`src/rtl/ecu_pkg.sv`:
```
// Shared ECU definitions: bus widths, fetch FSM states and opcode length decode.
package ecu_pkg;

  localparam int AW_DEF = 16;
  localparam int DW_DEF = 8;

  typedef enum logic [1:0] {
    IDLE = 2'd0,
    REQ  = 2'd1,
    INC  = 2'd2,
    HOLD = 2'd3
  } state_e;

  // Instruction length in bytes from the top two opcode bits.
  function automatic logic [1:0] op_len(input logic [1:0] op_hi);
    logic [1:0] len;
    case (op_hi)
      2'b00:   len = 2'd1;
      2'b01:   len = 2'd2;
      default: len = 2'd3;
    endcase
    return len;
  endfunction

endpackage

```
`src/rtl/ifetch.sv`:
```
// Instruction fetch sequencer: drives the PC/memory read handshake byte by byte
// and hands an assembled instruction to decode over a valid/ready handshake.
module ifetch
  import ecu_pkg::*;
#(
  parameter int AW = AW_DEF,
  parameter int DW = DW_DEF
) (
  input  logic            clk,
  input  logic            rst,
  input  logic            run,
  input  logic            flush,
  input  logic [AW-1:0]   ai,
  output logic            pc_oe,
  output logic            pc_ini,
  output logic [AW-1:0]   mem_addr,
  output logic            mem_rd,
  input  logic            mem_ack,
  input  logic [DW-1:0]   mem_data,
  output logic [3*DW-1:0] ir,
  output logic [1:0]      ir_len,
  output logic            ir_valid,
  input  logic            ir_ready
);

  state_e          state_q, state_d;
  logic [1:0]      cnt_q, cnt_d;
  logic [3*DW-1:0] ir_q, ir_d;
  logic [1:0]      ir_len_q, ir_len_d;

  always_comb begin
    state_d  = state_q;
    cnt_d    = cnt_q;
    ir_d     = ir_q;
    ir_len_d = ir_len_q;
    if (flush) begin
      // PC is being reloaded: drop any partial instruction.
      state_d  = IDLE;
      cnt_d    = '0;
      ir_d     = '0;
      ir_len_d = '0;
    end else begin
      case (state_q)
        IDLE: begin
          if (run) begin
            state_d = REQ;
            cnt_d   = '0;
            ir_d    = '0;
          end
        end
        REQ: begin
          if (mem_ack) begin
            for (int i = 0; i < 3; i++) begin
              if (cnt_q == 2'(i)) ir_d[i*DW +: DW] = mem_data;
            end
            if (cnt_q == 2'd0) ir_len_d = op_len(mem_data[DW-1 -: 2]);
            cnt_d   = cnt_q + 2'd1;
            state_d = INC;
          end
        end
        INC: begin
          state_d = (cnt_q == ir_len_q) ? HOLD : REQ;
        end
        HOLD: begin
          if (ir_ready) begin
            state_d = run ? REQ : IDLE;
            cnt_d   = '0;
            ir_d    = '0;
          end
        end
        default: state_d = IDLE;
      endcase
    end
  end

  always_ff @(posedge clk or posedge rst) begin
    if (rst) begin
      state_q  <= IDLE;
      cnt_q    <= '0;
      ir_q     <= '0;
      ir_len_q <= '0;
    end else begin
      state_q  <= state_d;
      cnt_q    <= cnt_d;
      ir_q     <= ir_d;
      ir_len_q <= ir_len_d;
    end
  end

  // Strobes are suppressed in a flush cycle so no byte or increment escapes.
  assign pc_oe    = (state_q == REQ) || (state_q == INC);
  assign mem_rd   = (state_q == REQ) && !flush;
  assign pc_ini   = (state_q == INC) && !flush;
  assign ir_valid = (state_q == HOLD) && !flush;
  assign mem_addr = (state_q == REQ) ? ai : '0;
  assign ir       = ir_q;
  assign ir_len   = ir_len_q;

endmodule

```
`config.mk`:
```
export PLATFORM = sky130hd
export DESIGN_NAME = ifetch
export DESIGN_NICKNAME = d
export VERILOG_FILES = /design/src/rtl/ecu_pkg.sv /design/src/rtl/ifetch.sv
export SDC_FILE = /design/constraint.sdc
export NUM_CORES = 1
export LEC_CHECK = 0
export CAP_MARGIN = 20
export CORE_UTILIZATION = 44
export CTS_CLUSTER_DIAMETER = 120
export DETAILED_ROUTE_END_ITERATION = 10
export GPL_ROUTABILITY_DRIVEN = 0
export PLACE_DENSITY_LB_ADDON = 0.05
export SLEW_MARGIN = 20
export SYNTH_ARGS = -nofsm -noshare
export SYNTH_HDL_FRONTEND = slang
export SYNTH_SLANG_ARGS = --single-unit
```
`constraint.sdc`:
```
create_clock -name clk -period 2.98 [get_ports clk]
set_clock_uncertainty 0.2 [all_clocks]
set_input_delay 0.596 -clock clk [delete_from_list [all_inputs] [get_ports clk]]
set_output_delay 0.596 -clock clk [all_outputs]
set_load 0.05 [all_outputs]
```
==> Word-level counts from Yosys, hierarchy flattened <==
Index checks and enable logic that the tools add are counted.
{ "classes": {"add_sub_neg": 1, "eq_ne": 13, "muxes": 26, "reduce_logical": 18} }
{ "op_table": {"columns": ["operator", "count"], "rows": [
  ["$mux W24", 4],
  ["$pmux W24 S3", 1],
  ["$mux W2", 13],
  ["$mux W8", 3],
  ["$ne A3 B3 Y1 const B", 6],
  ["$mux W16", 1],
  ["$reduce_and A5 Y1", 3],
  ["$pmux W2 S4", 1],
  ["$eq A2 B1 Y1 const B", 3],
  ["$eq A2 B2 Y1 const B", 3],
  ["$logic_not A2 Y1", 3],
  ["$pmux W2 S3", 1],
  ["$reduce_and A3 Y1", 2],
  ["$reduce_bool A2 Y1", 3],
  ["$pmux W2 S2", 1],
  ["$reduce_and A4 Y1", 1],
  ["$reduce_bool A4 Y1", 1],
  ["$logic_and A1 B1 Y1", 3],
  ["$add A2 B1 Y2 const B", 1],
  ["$eq A2 B2 Y1", 1],
  ["$logic_not A1 Y1", 1],
  ["$logic_or A1 B1 Y1", 1],
  ["$mux W1", 1]
]} }
{ "totals": {"ff_bits": 30, "out_inout_bits": 46} }

==> Longest topological paths before layout <==
Gate-level depths: netlist (run 1).
{ "depth": {"word_depth": 6, "mapped_depth": 7} }

==> Worst setup path before layout (run 1) <==
No wires, ideal clock.
{ "synth_timing": {"path_type": "input to output", "from": "input port flush", "to": "output port pc_ini", "arrival_ps": 1508, "required_ps": 2184, "path_slack_ps": 676, "path_stages": 2, "n_path_buf": 1, "cell_sequence": "buf_2 > nor2b_1"} }
{ "synth_via": {"elab_chain_cells": 2} }
{ "synth_rtl": {"columns": ["item", "line", "rtl"], "rows": [
  ["start, declared", "ifetch.sv:12", "input logic flush,"],
  ["$logic_not A1 Y1", "ifetch.sv:93", "assign pc_ini = (state_q == INC) && !flush;"],
  ["$logic_and A1 B1 Y1", "ifetch.sv:93", null],
  ["end, declared", "ifetch.sv:15", "output logic pc_ini,"]
]} }
Every way passes these cells.

==> Worst setup path in the final report (run 1) <==
{ "layout_timing": {"from": "register state_q[0]", "to": "output port pc_oe"} }
{ "layout_via": {"elab_chain_cells": 2, "elab_cells_between_ends": 3} }
{ "layout_rtl": {"columns": ["item", "line", "rtl"], "rows": [
  ["start, declared", "ifetch.sv:26", "state_e state_q, state_d;"],
  ["start signal, assigned", "ifetch.sv:83", "state_q <= state_d;"],
  ["$eq A2 B1 Y1 or $eq A2 B2 Y1 (tied branches)", "ifetch.sv:91", "assign pc_oe = (state_q == REQ) || (state_q == INC);"],
  ["$logic_or A1 B1 Y1 (*)", "ifetch.sv:91", null],
  ["end, declared", "ifetch.sv:14", "output logic pc_oe,"]
]} }
Every way passes the cells marked *; elsewhere a longest branch is shown, timed or not.

==> results of run 1 <==
## worst paths after layout
| path | end | depth (start not counted) | slack [ns] |
|---|---|---|---|
| setup / recovery | pc_oe | 3 | 0.18 |
| hold / removal | ir[11] | 1 | 0.31 |
| setup reg to reg | ir[3] | 6 | 0.57 |
| hold reg to reg | ir[11] | 1 | 0.31 |
| max in group asynchronous | ir[16] | 3 | 1.88 |
| min in group asynchronous | ir[6] | 3 | 0.42 |
## kinds of logic (layout without fill, tap and decap cells)
group	after synthesis	in the layout	synth area share, %
mux	10	10	6.27
fa+ha+maj	9	9	7.05
compound gates	29	29	15.9
flops	30	30	47.0
buf+inv	18	102	4.54
xor+xnor	2	2	1.10
simple gates	52	52	18.1
## worst max-delay path, stage by stage (launching register included)
cell             delay, ns
dfrtp_1               0.45
inv_1                 0.13
ha_1                  0.30
clkdlybuf4s50_1       0.79
## area by class of cell
type                       count  area, um2
timing repair buffer          79        771
sequential                    30        751
tap                           46       57.6
inverter                      15       56.3
clock buffer                   6       51.3
fill                         259        943
multi-input combinational    102        773
clock inverter                 2       12.5
## flip-flops by register name (all words and copies together) (netlist names)
signal   flops
ir          24
cnt_q        2
ir_len       2
state_q      2
## synth_stat cells
| library cell | instances | area (um2) |
|---|---|---|
| nor2_2 | 1 | 6.26 |
| and3_1 | 2 | 12.5 |
| nor3_2 | 2 | 20.0 |
| a311oi_1 | 1 | 8.76 |
| a21o_1 | 2 | 15.0 |
| o21ai_2 | 2 | 17.5 |
| buf_2 | 1 | 5.00 |
| nor3_1 | 3 | 15.0 |
| nand2b_1 | 4 | 25.0 |
| clkbuf_1 | 1 | 3.75 |
| buf_4 | 1 | 7.51 |
| mux2i_1 | 10 | 100 |
| a22o_1 | 16 | 140 |
| dfrtp_1 | 30 | 751 |
| nor2_1 | 5 | 18.8 |
| o21ai_0 | 2 | 10.0 |
| inv_1 | 15 | 56.3 |
| ha_1 | 9 | 113 |
| a211o_1 | 1 | 8.76 |
| nor2b_1 | 4 | 25.0 |
| nand4_1 | 1 | 6.26 |
| a21oi_1 | 2 | 10.0 |
| a41oi_4 | 1 | 27.5 |
| or3_4 | 1 | 11.3 |
| a211oi_1 | 1 | 7.51 |
| a21oi_2 | 1 | 8.76 |
| and2_1 | 16 | 100 |
| xnor2_1 | 2 | 17.5 |
| nand2_1 | 13 | 48.8 |
## routing by layer
| layer | vias up | track usage [%] |
|---|---|---|
| met5 | - | 0 |
| met4 | 0 | 6.98 |
| met3 | 6 | 6.25 |
| met2 | 47 | 39.6 |
| met1 | 675 | 28.4 |
| li1 | 679 | - |
## power breakdown
part / switching, uW / internal (uW)
clock network: 151 / 113
logic: 699 / 385
registers: 46.2 / 452
## per-stage QoR
stage                     hold WS, ns  cell area (um2)  power (uW)
after CTS                       0.314             2470        1860
after global routing            0.331             2470        1950
after floorplan                 0.314             1600        1270
after global placement          0.281             2410        1570
after detailed placement        0.287             2410        1590
final                           0.311             2470        1850
==> impl_metrics.env, run 1 <==
export IMPL_status="completed"
export IMPL_cts_hold_fix_buffers=0
export IMPL_avgViaCountPerCell=5.03
export IMPL_syn_area_per_cell_um2=10.6
export IMPL_die_width_um=62.2
export IMPL_clockBufferDepth=2
export IMPL_start_util_pct=46.7
export IMPL_final_cell_mix="56 x clkdlybuf4s50_1, 30 x dfrtp_1, 20 x buf_4"
export IMPL_grt_pass1_vias=1435
export IMPL_powerDensity_nw_per_um2=747
export IMPL_antenna_found_initial=0
export IMPL_cts_tree="done"
export IMPL_totalNegativeSetupSlack_ns=0
export IMPL_drive_above_1_share_pct=16.7
export IMPL_netlist_instances=150
export IMPL_layout_worst_path_cycle_share_pct=94.0
export IMPL_drtIter0Drc=54
export IMPL_worst_slew_pin_slew_ns=0.519
export IMPL_drv_cap=0
export IMPL_cp_data_arrival_time_ns=2.00
export IMPL_p_leak_uw=0.00114
export IMPL_pre_cts_ws_ns=0.483
export IMPL_top_layer="met4"
export IMPL_cts_setup_buffers=0
export IMPL_grt_pass1_wl_um=6910
export IMPL_maxSlewHeadroom_pct=65.3
export IMPL_ys_seq_area_share_pct=47.0
export IMPL_final_min_clock_period_ns=2.80
export IMPL_cts_buffers_inserted=5
export IMPL_drcViolationCount=0
export IMPL_grtUsageTotal_pct=23.1
export IMPL_io_pins=76
export IMPL_routed_via_count=1407
export IMPL_instances_no_fill=280
export IMPL_finalHoldViolations=0
export IMPL_dr_pass1_iters=4
export IMPL_ant_nets=0
export IMPL_nets=272
export IMPL_antenna_cells=0
export IMPL_ir_drop_uv=514
export IMPL_post_place_cells=272
export IMPL_dieArea_um2=3870
export IMPL_syn_cell_area_um2=1600
export IMPL_wl_met1_um=1760
export IMPL_yosys_cell_types_count=29
export IMPL_slew_violations=0
export IMPL_path_max_fanout=6
export IMPL_syn_nets=189
export IMPL_dr_wl_met2_um=2090
export IMPL_timing_fmax_mhz=357
export IMPL_worstSkewPairLatency_ns=0.33
export IMPL_overflow=0
export IMPL_io_buffers=75
export IMPL_grt_setup_unrepaired="false"
export IMPL_die_h_um=62.2
export IMPL_cp_start_kind="flip-flop"
export IMPL_worstHoldStart="ir[11]"
export IMPL_area_growth_pct=54.9
export IMPL_fin_ws_ns=0.180
export IMPL_critical_path_class="reg -> out"
export IMPL_crit_start="state_q[0]"
export IMPL_min_path_type="reg -> reg"
export IMPL_avgRoutedWirePerCell_um=14.7
export IMPL_rr_startpoint="state_q[1]"
export IMPL_ys_ff_latch=30
export IMPL_root_buffer="clkbuf_4"
export IMPL_grt_max_degree=31
export IMPL_final_common_cell="clkdlybuf4s50_1"
export IMPL_core_um2=3420
export IMPL_clock_sinks=30
export IMPL_finalSetupViolCount=0
export IMPL_ctsResizeCount=0
export IMPL_rows=21
export IMPL_clkTransAtPathRegs_ns=0.10
export IMPL_worst_ep_required_time_ns=2.18
export IMPL_final_util_pct=72.4
export IMPL_wl_met3_um=186
export IMPL_cts_max_level=2
export IMPL_yosysWarnings=0
export IMPL_end_kind="output pin"
export IMPL_dp_final_hpwl_um=3210
export IMPL_drt_wl_total_um=4100
No activity file was read; power rests on OpenSTA's default activity.
==> run 2, diff against run 1 <==
--- a/config.mk
+++ b/config.mk
@@ -5,7 +5,7 @@
 export SDC_FILE = /design/constraint.sdc
 export NUM_CORES = 1
 export LEC_CHECK = 0
-export CAP_MARGIN = 20
+export CORE_MARGIN = 2
 export CORE_UTILIZATION = 44
 export CTS_CLUSTER_DIAMETER = 120
 export DETAILED_ROUTE_END_ITERATION = 10
==> run 2 against run 1 <==
Effect of this change:
- sequential cell count is the same
- utilization shrank 0.22 points
- combinational power is essentially flat
- critical path type unchanged
- highest routed layer unchanged
- power shrank 0.12%
- sequential share of layout area grew 0.093 points
- setup slack lost 0.050 ns
- critical path depth is the same
- via count shrank 1.8%
- clock power is essentially flat
- wire length shrank 4.0%
- register-to-register slack lost 0.05 ns
==> impl_metrics.env, run 2 (synthesized netlist as in run 1, its figures left out) <==
export IMPL_status="completed"
export IMPL_rrSetupSlack_ns=0.52
export IMPL_root_buffer="clkbuf_4"
export IMPL_timing_fmax_mhz=351
export IMPL_maxSlewHeadroom_pct=64.8
export IMPL_io_pins=76
export IMPL_slew_violations=0
export IMPL_die_width_um=64.2
export IMPL_cp_data_arrival_time_ns=2.05
export IMPL_crit_chain="inv_1 -> ha_1 -> clkdlybuf4s50_1"
export IMPL_critPathMaxStageDelay_ns=0.80
export IMPL_cts_max_level=2
export IMPL_nets=271
export IMPL_ctsResizeCount=0
export IMPL_drt_wl_total_um=3940
export IMPL_drtIter0Drc=84
export IMPL_final_common_cell="clkdlybuf4s50_1"
export IMPL_cpLargestDelayFamily="buffers and inverters"
export IMPL_die_h_um=64.2
export IMPL_io_buffers=75
export IMPL_clkTransAtPathRegs_ns=0.11
export IMPL_grt_max_degree=31
export IMPL_drv_cap=0
export IMPL_rows=21
export IMPL_start_util_pct=46.7
export IMPL_drcViolationCount=0
export IMPL_register_area_um2=751
export IMPL_avgViaCountPerCell=4.95
export IMPL_antenna_found_initial=0
export IMPL_slowest_stage="clkdlybuf4s50_1"
export IMPL_finalPower_uw=1840
export IMPL_rr_startpoint="state_q[1]"
export IMPL_wl_met1_um=1770
export IMPL_rr_endpoint="ir[4]"
export IMPL_core_um2=3420
export IMPL_cts_buffers_inserted=5
export IMPL_largest_reg_flops=24
export IMPL_min_path_type="reg -> reg"
export IMPL_top_layer="met4"
export IMPL_final_min_clock_period_ns=2.85
export IMPL_wl_met3_um=197
export IMPL_cts_setup_buffers=0
export IMPL_worst_slew_pin_slew_ns=0.525
export IMPL_area_growth_pct=54.4
export IMPL_grt_pass1_wl_um=6490
export IMPL_overflow=0
export IMPL_totalNegativeSetupSlack_ns=0
export IMPL_final_cell_mix="56 x clkdlybuf4s50_1, 30 x dfrtp_1, 19 x buf_4"
export IMPL_multi_input_area_um2=773
export IMPL_finalHoldViolations=0
export IMPL_critical_path_class="reg -> out"
export IMPL_dr_pass1_iters=4
export IMPL_cts_tree="done"
export IMPL_dp_final_hpwl_um=3070
export IMPL_avgRoutedWirePerCell_um=14.1
export IMPL_cp_start_kind="flip-flop"
export IMPL_worst_ep_required_time_ns=2.18
export IMPL_grt_pass1_vias=1362
export IMPL_antenna_cells=0
export IMPL_grtUsageTotal_pct=20.4
export IMPL_r2r_cells=6
export IMPL_path_buf_inv=2
export IMPL_clockBufferDepth=2
export IMPL_ir_drop_uv=452
export IMPL_finalSetupViolCount=0
export IMPL_layout_worst_path_cycle_share_pct=95.6
export IMPL_ant_nets=0
export IMPL_clock_sinks=30
export IMPL_crit_end="pc_oe"
export IMPL_end_kind="output pin"
export IMPL_routed_via_count=1382
export IMPL_cts_hold_fix_buffers=0
export IMPL_grt_setup_unrepaired="false"
export IMPL_crit_start="state_q[0]"
export IMPL_worstSkewPairLatency_ns=0.33
export IMPL_worstSetupPathDepth=3
export IMPL_p_leak_uw=0.00113
export IMPL_dieArea_um2=4130
export IMPL_powerDensity_nw_per_um2=748
export IMPL_fillers=269
export IMPL_drive_above_1_share_pct=16.3
export IMPL_path_max_fanout=6
export IMPL_dr_wl_met2_um=1940
[run 2: layout make-up]
type | count | area share, %
Multi-Input combinational cell | 102 | 31.4
Timing Repair Buffer | 78 | 31.0
Sequential cell | 30 | 30.5
Tap cell | 46 | 2.34
Inverter | 15 | 2.28
Clock buffer | 6 | 2.08
Clock inverter | 2 | 0.508
[run 2: power by group]
part	switching, uW	internal [uW]
logic	695	386
clock network	151	113
registers	47.2	452
[run 2: stage by stage]
stage | area, um2 | cells | util (%) | hold slack [ns] | setup WS [ns]
floorplan | 1600 | 150 | - | 0.314 | 0.676
global placement | 2400 | 271 | 70.3 | 0.281 | 0.497
detailed placement | 2400 | 271 | 70.3 | 0.286 | 0.428
CTS | 2460 | 279 | 72.2 | 0.312 | 0.125
global route | 2460 | 279 | 72.2 | 0.326 | 0.0436
finish | 2460 | 279 | 72.2 | 0.316 | 0.130
[run 2: worst min path at each step]
| stage | startpoint | endpoint | cells after the start |
|---|---|---|---|
| floorplan | cnt_q[1] | cnt_q[1] | 2 |
| global placement | ir[22] | ir[22] | 1 |
| detailed placement | ir[17] | ir[17] | 1 |
| CTS | ir[15] | ir[15] | 1 |
| global route | ir[17] | ir[17] | 1 |
| finish | ir[17] | ir[17] | 1 |
[run 2: per-layer routing]
layer / up-vias / track usage, %
met4: 0 / 4.79
met3: 5 / 5.99
met1: 656 / 26.9
met5: - / 0
met2: 43 / 33.3
li1: 678 / -
